`config.mk`:
```
export PLATFORM = sky130hd
export DESIGN_NAME = muldiv_seq
export DESIGN_NICKNAME = d
export VERILOG_FILES = /design/src/rtl/md_pkg.sv /design/src/rtl/muldiv_sign_fix.sv /design/src/rtl/muldiv_seq.sv
export SDC_FILE = /design/constraint.sdc
export NUM_CORES = 1
export LEC_CHECK = 0
export BUFFER_PORTS_ARGS = -buffer_cell sky130_fd_sc_hd__buf_2
export CORE_ASPECT_RATIO = 1.4
export CORE_MARGIN = 5
export CORE_UTILIZATION = 54
export DETAILED_ROUTE_END_ITERATION = 12
export GPL_ROUTABILITY_DRIVEN = 0
export PLACE_DENSITY = 0.77
export SLEW_MARGIN = 10
export SYNTH_ARGS = -nofsm -noshare
export SYNTH_HDL_FRONTEND = slang
export SYNTH_SLANG_ARGS = --single-unit
```
`constraint.sdc`:
```
create_clock -name CLK -period 3.3 [get_ports CLK]
set_input_delay 0.33 -clock CLK [delete_from_list [all_inputs] [get_ports CLK]]
set_output_delay 0.33 -clock CLK [all_outputs]
set_load 0.05 [all_outputs]
```
`src/rtl/md_pkg.sv`:
```
// md_pkg: shared types and constants for the sequential multiply/divide unit.
//   md_op_t    : operation codes accepted on muldiv_seq.op (codes 6 and 7 are no-ops)
//   md_state_t : controller states
//   MD_ITER    : number of radix-2 iterations per multiply/divide
package md_pkg;

  typedef enum logic [2:0] {
    MULT  = 3'd0,
    MULTU = 3'd1,
    DIV   = 3'd2,
    DIVU  = 3'd3,
    MTHI  = 3'd4,
    MTLO  = 3'd5
  } md_op_t;

  typedef enum logic [1:0] {
    IDLE = 2'd0,
    RUN  = 2'd1,
    FIX  = 2'd2
  } md_state_t;

  localparam int MD_ITER  = 32;
  localparam int MD_CNT_W = 5;

endpackage

```
`src/rtl/muldiv_sign_fix.sv`:
```
// muldiv_sign_fix: final sign correction applied in the FIX state.
//   i_is_div : 1 = accumulator holds {remainder, quotient}; 0 = 64-bit product
//   i_neg_lo : negate the product (multiply) or the quotient (divide)
//   i_neg_hi : negate the remainder (divide only)
//   i_acc    : unsigned magnitude result from the iteration datapath
//   o_hi     : value to be written to HI
//   o_lo     : value to be written to LO
module muldiv_sign_fix (
  input  logic        i_is_div,
  input  logic        i_neg_lo,
  input  logic        i_neg_hi,
  input  logic [63:0] i_acc,
  output logic [31:0] o_hi,
  output logic [31:0] o_lo
);

  logic [63:0] w_prod;
  logic [31:0] w_quo;
  logic [31:0] w_rem;

  assign w_prod = i_neg_lo ? (~i_acc + 64'd1) : i_acc;
  assign w_quo  = i_neg_lo ? (~i_acc[31:0] + 32'd1) : i_acc[31:0];
  assign w_rem  = i_neg_hi ? (~i_acc[63:32] + 32'd1) : i_acc[63:32];

  assign o_hi = i_is_div ? w_rem : w_prod[63:32];
  assign o_lo = i_is_div ? w_quo : w_prod[31:0];

endmodule

```
`src/rtl/muldiv_seq.sv`:
```
// muldiv_seq: iterative MIPS-style HI/LO multiply/divide unit.
//   CLK, RST (synchronous, active-high)
//   start/op/a/b : operation request, taken only in IDLE
//   flush        : abandon any in-flight operation (wins over start)
//   rd_req       : pipeline wants HI/LO this cycle; stall = rd_req & busy
//   busy, done   : iteration in progress / one-cycle result-written pulse
//   HI, LO       : architectural result registers
// Build option: define MULDIV_FAST_MUL_EN for single-step MULT/MULTU.
//
// state | meaning
// IDLE  | waiting for start; MTHI/MTLO, div-by-zero, undefined ops finish here
// RUN   | 32 radix-2 shift-add or restoring-divide iterations on magnitudes
// FIX   | sign correction, HI/LO written, done pulsed
module muldiv_seq import md_pkg::*; (
  input  logic        CLK,
  input  logic        RST,
  input  logic        start,
  input  logic [2:0]  op,
  input  logic [31:0] a,
  input  logic [31:0] b,
  input  logic        flush,
  input  logic        rd_req,
  output logic        busy,
  output logic        stall,
  output logic        done,
  output logic [31:0] HI,
  output logic [31:0] LO
);

  md_state_t           r_state;
  md_state_t           w_state_nxt;
  logic [MD_CNT_W-1:0] r_cnt;
  logic [63:0]         r_acc;
  logic [31:0]         r_opnd;
  logic [31:0]         r_hi;
  logic [31:0]         r_lo;
  logic                r_is_div;
  logic                r_neg_lo;
  logic                r_neg_hi;
  logic                r_done;

  logic                w_accept;
  logic                w_is_mul;
  logic                w_is_div;
  logic                w_signed;
  logic                w_b_zero;
  logic                w_mul_iter;
  logic                w_launch;
  logic [31:0]         w_mag_a;
  logic [31:0]         w_mag_b;
  logic [32:0]         w_mul_sum;
  logic [63:0]         w_mul_step;
  logic [32:0]         w_div_shift;
  logic [33:0]         w_div_diff;
  logic [63:0]         w_div_step;
  logic [31:0]         w_fix_hi;
  logic [31:0]         w_fix_lo;

  assign w_accept = (r_state == IDLE) & start & ~flush;
  assign w_is_mul = (op == MULT) | (op == MULTU);
  assign w_is_div = (op == DIV) | (op == DIVU);
  assign w_signed = (op == MULT) | (op == DIV);
  assign w_b_zero = (b == 32'd0);

  assign w_mag_a = (w_signed & a[31]) ? (~a + 32'd1) : a;
  assign w_mag_b = (w_signed & b[31]) ? (~b + 32'd1) : b;

`ifdef MULDIV_FAST_MUL_EN
  logic [63:0] w_fast_a;
  logic [63:0] w_fast_b;
  logic [63:0] w_fast_prod;

  // Sign-extending to 64 bits makes the truncated product correct for both
  // signed and unsigned operands.
  assign w_fast_a    = {{32{w_signed & a[31]}}, a};
  assign w_fast_b    = {{32{w_signed & b[31]}}, b};
  assign w_fast_prod = w_fast_a * w_fast_b;
  assign w_mul_iter  = 1'b0;
`else
  assign w_mul_iter  = w_is_mul;
`endif

  assign w_launch = w_accept & (w_mul_iter | (w_is_div & ~w_b_zero));

  // Multiply: acc = {partial product, remaining multiplier bits}.
  assign w_mul_sum  = {1'b0, r_acc[63:32]} + (r_acc[0] ? {1'b0, r_opnd} : 33'd0);
  assign w_mul_step = {w_mul_sum, r_acc[31:1]};

  // Divide: acc = {partial remainder, dividend bits / quotient bits}.
  // The shifted remainder can reach 33 bits, so compare in 34 bits.
  assign w_div_shift = r_acc[63:31];
  assign w_div_diff  = {1'b0, w_div_shift} - {2'b00, r_opnd};
  assign w_div_step  = w_div_diff[33] ? {w_div_shift[31:0], r_acc[30:0], 1'b0}
                                      : {w_div_diff[31:0],  r_acc[30:0], 1'b1};

  muldiv_sign_fix u_sign_fix (
    .i_is_div (r_is_div),
    .i_neg_lo (r_neg_lo),
    .i_neg_hi (r_neg_hi),
    .i_acc    (r_acc),
    .o_hi     (w_fix_hi),
    .o_lo     (w_fix_lo)
  );

  always_comb begin
    w_state_nxt = r_state;
    case (r_state)
      IDLE:    if (w_launch) w_state_nxt = RUN;
      RUN:     if (r_cnt == '0) w_state_nxt = FIX;
      FIX:     w_state_nxt = IDLE;
      default: w_state_nxt = IDLE;
    endcase
    if (flush) w_state_nxt = IDLE;
  end

  always_ff @(posedge CLK) begin
    if (RST) begin
      r_state  <= IDLE;
      r_cnt    <= '0;
      r_acc    <= '0;
      r_opnd   <= '0;
      r_hi     <= '0;
      r_lo     <= '0;
      r_is_div <= 1'b0;
      r_neg_lo <= 1'b0;
      r_neg_hi <= 1'b0;
      r_done   <= 1'b0;
    end else begin
      r_state <= w_state_nxt;
      r_done  <= 1'b0;
      if (w_accept) begin
        if (w_launch) begin
          r_is_div <= w_is_div;
          r_neg_lo <= w_signed & (a[31] ^ b[31]);
          r_neg_hi <= w_signed & a[31];
          r_opnd   <= w_is_div ? w_mag_b : w_mag_a;
          r_acc    <= {32'd0, (w_is_div ? w_mag_a : w_mag_b)};
          r_cnt    <= MD_CNT_W'(MD_ITER - 1);
        end else if (w_is_div) begin
          // divide by zero: completes immediately, HI/LO untouched
          r_done <= 1'b0 | 1'b1;
        end else if (op == MTHI) begin
          r_hi   <= a;
          r_done <= 1'b1;
        end else if (op == MTLO) begin
          r_lo   <= a;
          r_done <= 1'b1;
        end
`ifdef MULDIV_FAST_MUL_EN
        else if (w_is_mul) begin
          r_hi   <= w_fast_prod[63:32];
          r_lo   <= w_fast_prod[31:0];
          r_done <= 1'b1;
        end
`endif
      end else if (!flush) begin
        if (r_state == RUN) begin
          r_acc <= r_is_div ? w_div_step : w_mul_step;
          r_cnt <= r_cnt - 1'b1;
        end else if (r_state == FIX) begin
          r_hi   <= w_fix_hi;
          r_lo   <= w_fix_lo;
          r_done <= 1'b1;
        end
      end
    end
  end

  assign busy  = (r_state != IDLE);
  assign stall = rd_req & busy;
  assign done  = r_done;
  assign HI    = r_hi;
  assign LO    = r_lo;

endmodule
```
==> reports/results.ini <==
[run_status]
status = finished, final reports clean

[sta]
final-max-slew-violation-count = 0
tightest_slew_ns = 1.18
fin_skew_ns = 0.00903
rsz0062_at_grt = true
setup_viol_count_final = 0
fmax_mhz = 310
timing.final.crit_share_pct = 97.8
hold_viol = 0
slew_headroom_pct = 21.1
finalCriticalPeriod_ns = 3.23

[clock_network]
cts.clk_slew.worst_paths_ns = 0.07
htree_levels = 4
clockBufferDepth = 2
cts_made_buffers = 17
cts_tree = built
clock_latency_ns = 0.45
cts-root-buf = clkbuf_16
cts.sinks = 171

[yosys]
synth-seq-area-share_pct = 23.6
synth_area_um2 = 14500
async_reset_ff_share_pct = 0
ys_ff_latch = 171
synthCells = 2024
synth_edf_count = 0
synth_nets = 2168
avgSynthCellArea_um2 = 7.17
ys.flop_type = dfxtp_1
synth.distinct_cells = 74
synth_warnings = 0

[grt]
antenna_found_initial = 1
grt_usage_pct = 37.7
grt_pass1_vias = 16300
grt_overflow = 0
grt_max_degree = 68
grt_first_pass_wirelength_um = 88700

[job]
cap_violations = 0

[placed_design]
hpwl_um = 45000
place_area_um2 = 16200
dpl.cell_count = 2522
numPortBuffers = 138

[layout]
drive_gt1_share_pct = 16.8
layout_common_cells = nor2_1 (255), nand2_1 (232), a21oi_1 (199)
instances_no_fill = 2562
final_common_cell = nor2_1
final_core_util_pct = 63.9
antenna_cells = 0
syn_to_final_growth_pct = 17.7
nNetsFinal = 2328
final_area_um2 = 17100

[floorplanning]
die_w_um = 149
num_rows = 71
die-area_um2 = 30300
coreArea_um2 = 26700
ioPinCount = 139
die_h_um = 204
initial_core_util_pct = 54.3

[min_path]
hold_path.class = in2reg

[drt]
avgRoutedWirePerCell_um = 23.4
ant_nets = 0
drtIter0Drc = 2088
finalWirelength_um = 60100
vias = 17100
drcViolationCount = 0
vias_per_cell = 6.67
drt-pass1-iter-count = 8

[pwr]
sw_frac_of_total_pct = 35.1
pwr-share-comb_pct = 26.7
power_leakage_nw = 7.12
ir_drop_v = 0.000364
power.switching_mw = 2.03
power.density_nw_per_um2 = 339
power_frac_clock_pct = 35.7
seqPwrFrac_pct = 37.6
cellInternalPower_mw = 3.76
power_mw = 5.79

[worst_setup_path]
crit_arrival_ns = 3.52
worst-setup-path-type = reg2reg
crit_chain = inv_1 -> ha_2 -> or3b_2 -> or4_4 -> nor4_4 -> a31oi_2 -> buf_4 -> or3_1 -> a21oi_1 -> a2111oi_0
setup.worst_path.start_class = register
cp-end-kind = register
crit_required_ns = 3.59
slowest_delay_ns = 0.48
crit_path_top_delay_cell = or4_4
crit_path_max_fanout = 8

[kinds of logic after synthesis]
group / count (synthesis) / share of synthesized area, %
AOI/OAI and AO/OA: 646 / 28.9
adders and majority gates: 72 / 6.31
muxes: 50 / 3.46
and+or+nand+nor: 719 / 22.4
xor gates and xnor gates: 166 / 10.0
DFF: 171 / 23.6
buffers and inverters: 200 / 5.39
[synthesized netlist by cell type, types with 15 or more instances]
cell type,count,area share [%]
nor2_1,258,6.7
nand2_1,233,6.0
a21oi_1,201,6.9
dfxtp_1,171,24
o21ai_0,115,4.0
clkbuf_1,108,2.8
xor2_1,90,5.4
xnor2_1,76,4.6
ha_1,70,6.0
inv_1,70,1.8
a211oi_1,55,2.8
nor3_1,53,1.8
mux2i_1,49,3.4
nand3_1,40,1.4
a21o_1,37,1.9
o31ai_1,29,1.5
o211ai_1,25,1.3
a31oi_1,23,0.99
a22oi_1,22,1.1
or3_1,20,0.86
a311oi_1,19,1.1
nand2b_1,17,0.73
nor4_1,17,0.73
a2111oi_0,15,0.90
[timing repair]
item	in CTS	in global routing
pin swaps	0	15
gates cloned	0	1
setup endpoints to repair	8	44
resized for setup	8	43
setup buffers	0	7
hold buffers	0	0
[worst max-delay path: cells and delay by family (launching register included)]
| kind | cells | cell delay, ns |
|---|---|---|
| AO/OA/AOI/OAI | 3 | 0.54 |
| adder cells (fa/ha/maj) | 1 | 0.22 |
| AND/OR/NAND/NOR | 4 | 1.67 |
| buffers and inverters | 2 | 0.31 |
| flip-flops | 1 | 0.32 |
[registers in the layout (all words and copies together) (netlist names)]
name and count:
LO 32, r_cnt 5, r_opnd 32, HI 32, r_neg_hi 1, r_neg_lo 1
done 1, r_state 2, r_is_div 1, r_acc 64
[layer usage]
layer  vias to the layer above  global-route usage [%]  routed length [µm]
met4                         2                    32.6                6630
met2                      1191                    63.2               27900
li1                       7644                       -                   -
met5                         -                       0                  13
met1                      7816                    40.6               19500
met3                       432                    6.85                6000
[worst paths after layout]
path                                              from                     end  slack, ns  cells after the start
worst max-delay path             r_acc[1]$_SDFFE_PP0P_     HI[18]$_SDFFE_PP0P_       0.07                     10
worst min-delay path                              b[0]  r_opnd[0]$_SDFFE_PP0P_       0.19                      3
worst max register to register   r_acc[1]$_SDFFE_PP0P_     HI[18]$_SDFFE_PP0P_       0.07                     10
worst min register to register  r_opnd[9]$_SDFFE_PP0P_  r_opnd[9]$_SDFFE_PP0P_       0.45                      2
[power by group through the flow]
stage                     clock, mW  sequential (mW)  combinational (mW)
after floorplan                   0             2.28               0.845
after global placement            0             2.22                1.40
after detailed placement          0             2.22                1.42
after CTS                      2.05             2.17                1.44
after global routing           2.15             2.18                1.63
final                          2.07             2.18                1.55
[area by class of cell]
class | count | area [µm²]
clock buffers | 19 | 443
clock inverters | 13 | 133
fillers | 2332 | 9650
inverters | 70 | 265
multi-input cells | 1653 | 10600
flip-flops and latches | 171 | 3430
well taps | 365 | 457
repair buffers | 271 | 1790
[per-stage QoR]
stage	TNS (ns)	hold slack, ns	setup WS, ns
2_1_floorplan	0	0.432	0.0705
3_3_place_gp	0	0.441	0.0605
3_5_place_dp	-0.0155	0.446	-0.00820
4_1_cts	-0.0134	0.184	-0.0134
5_1_grt	-0.172	0.210	-0.0823
6_report	0	0.188	0.0713
(Power assumes the default switching activity.)
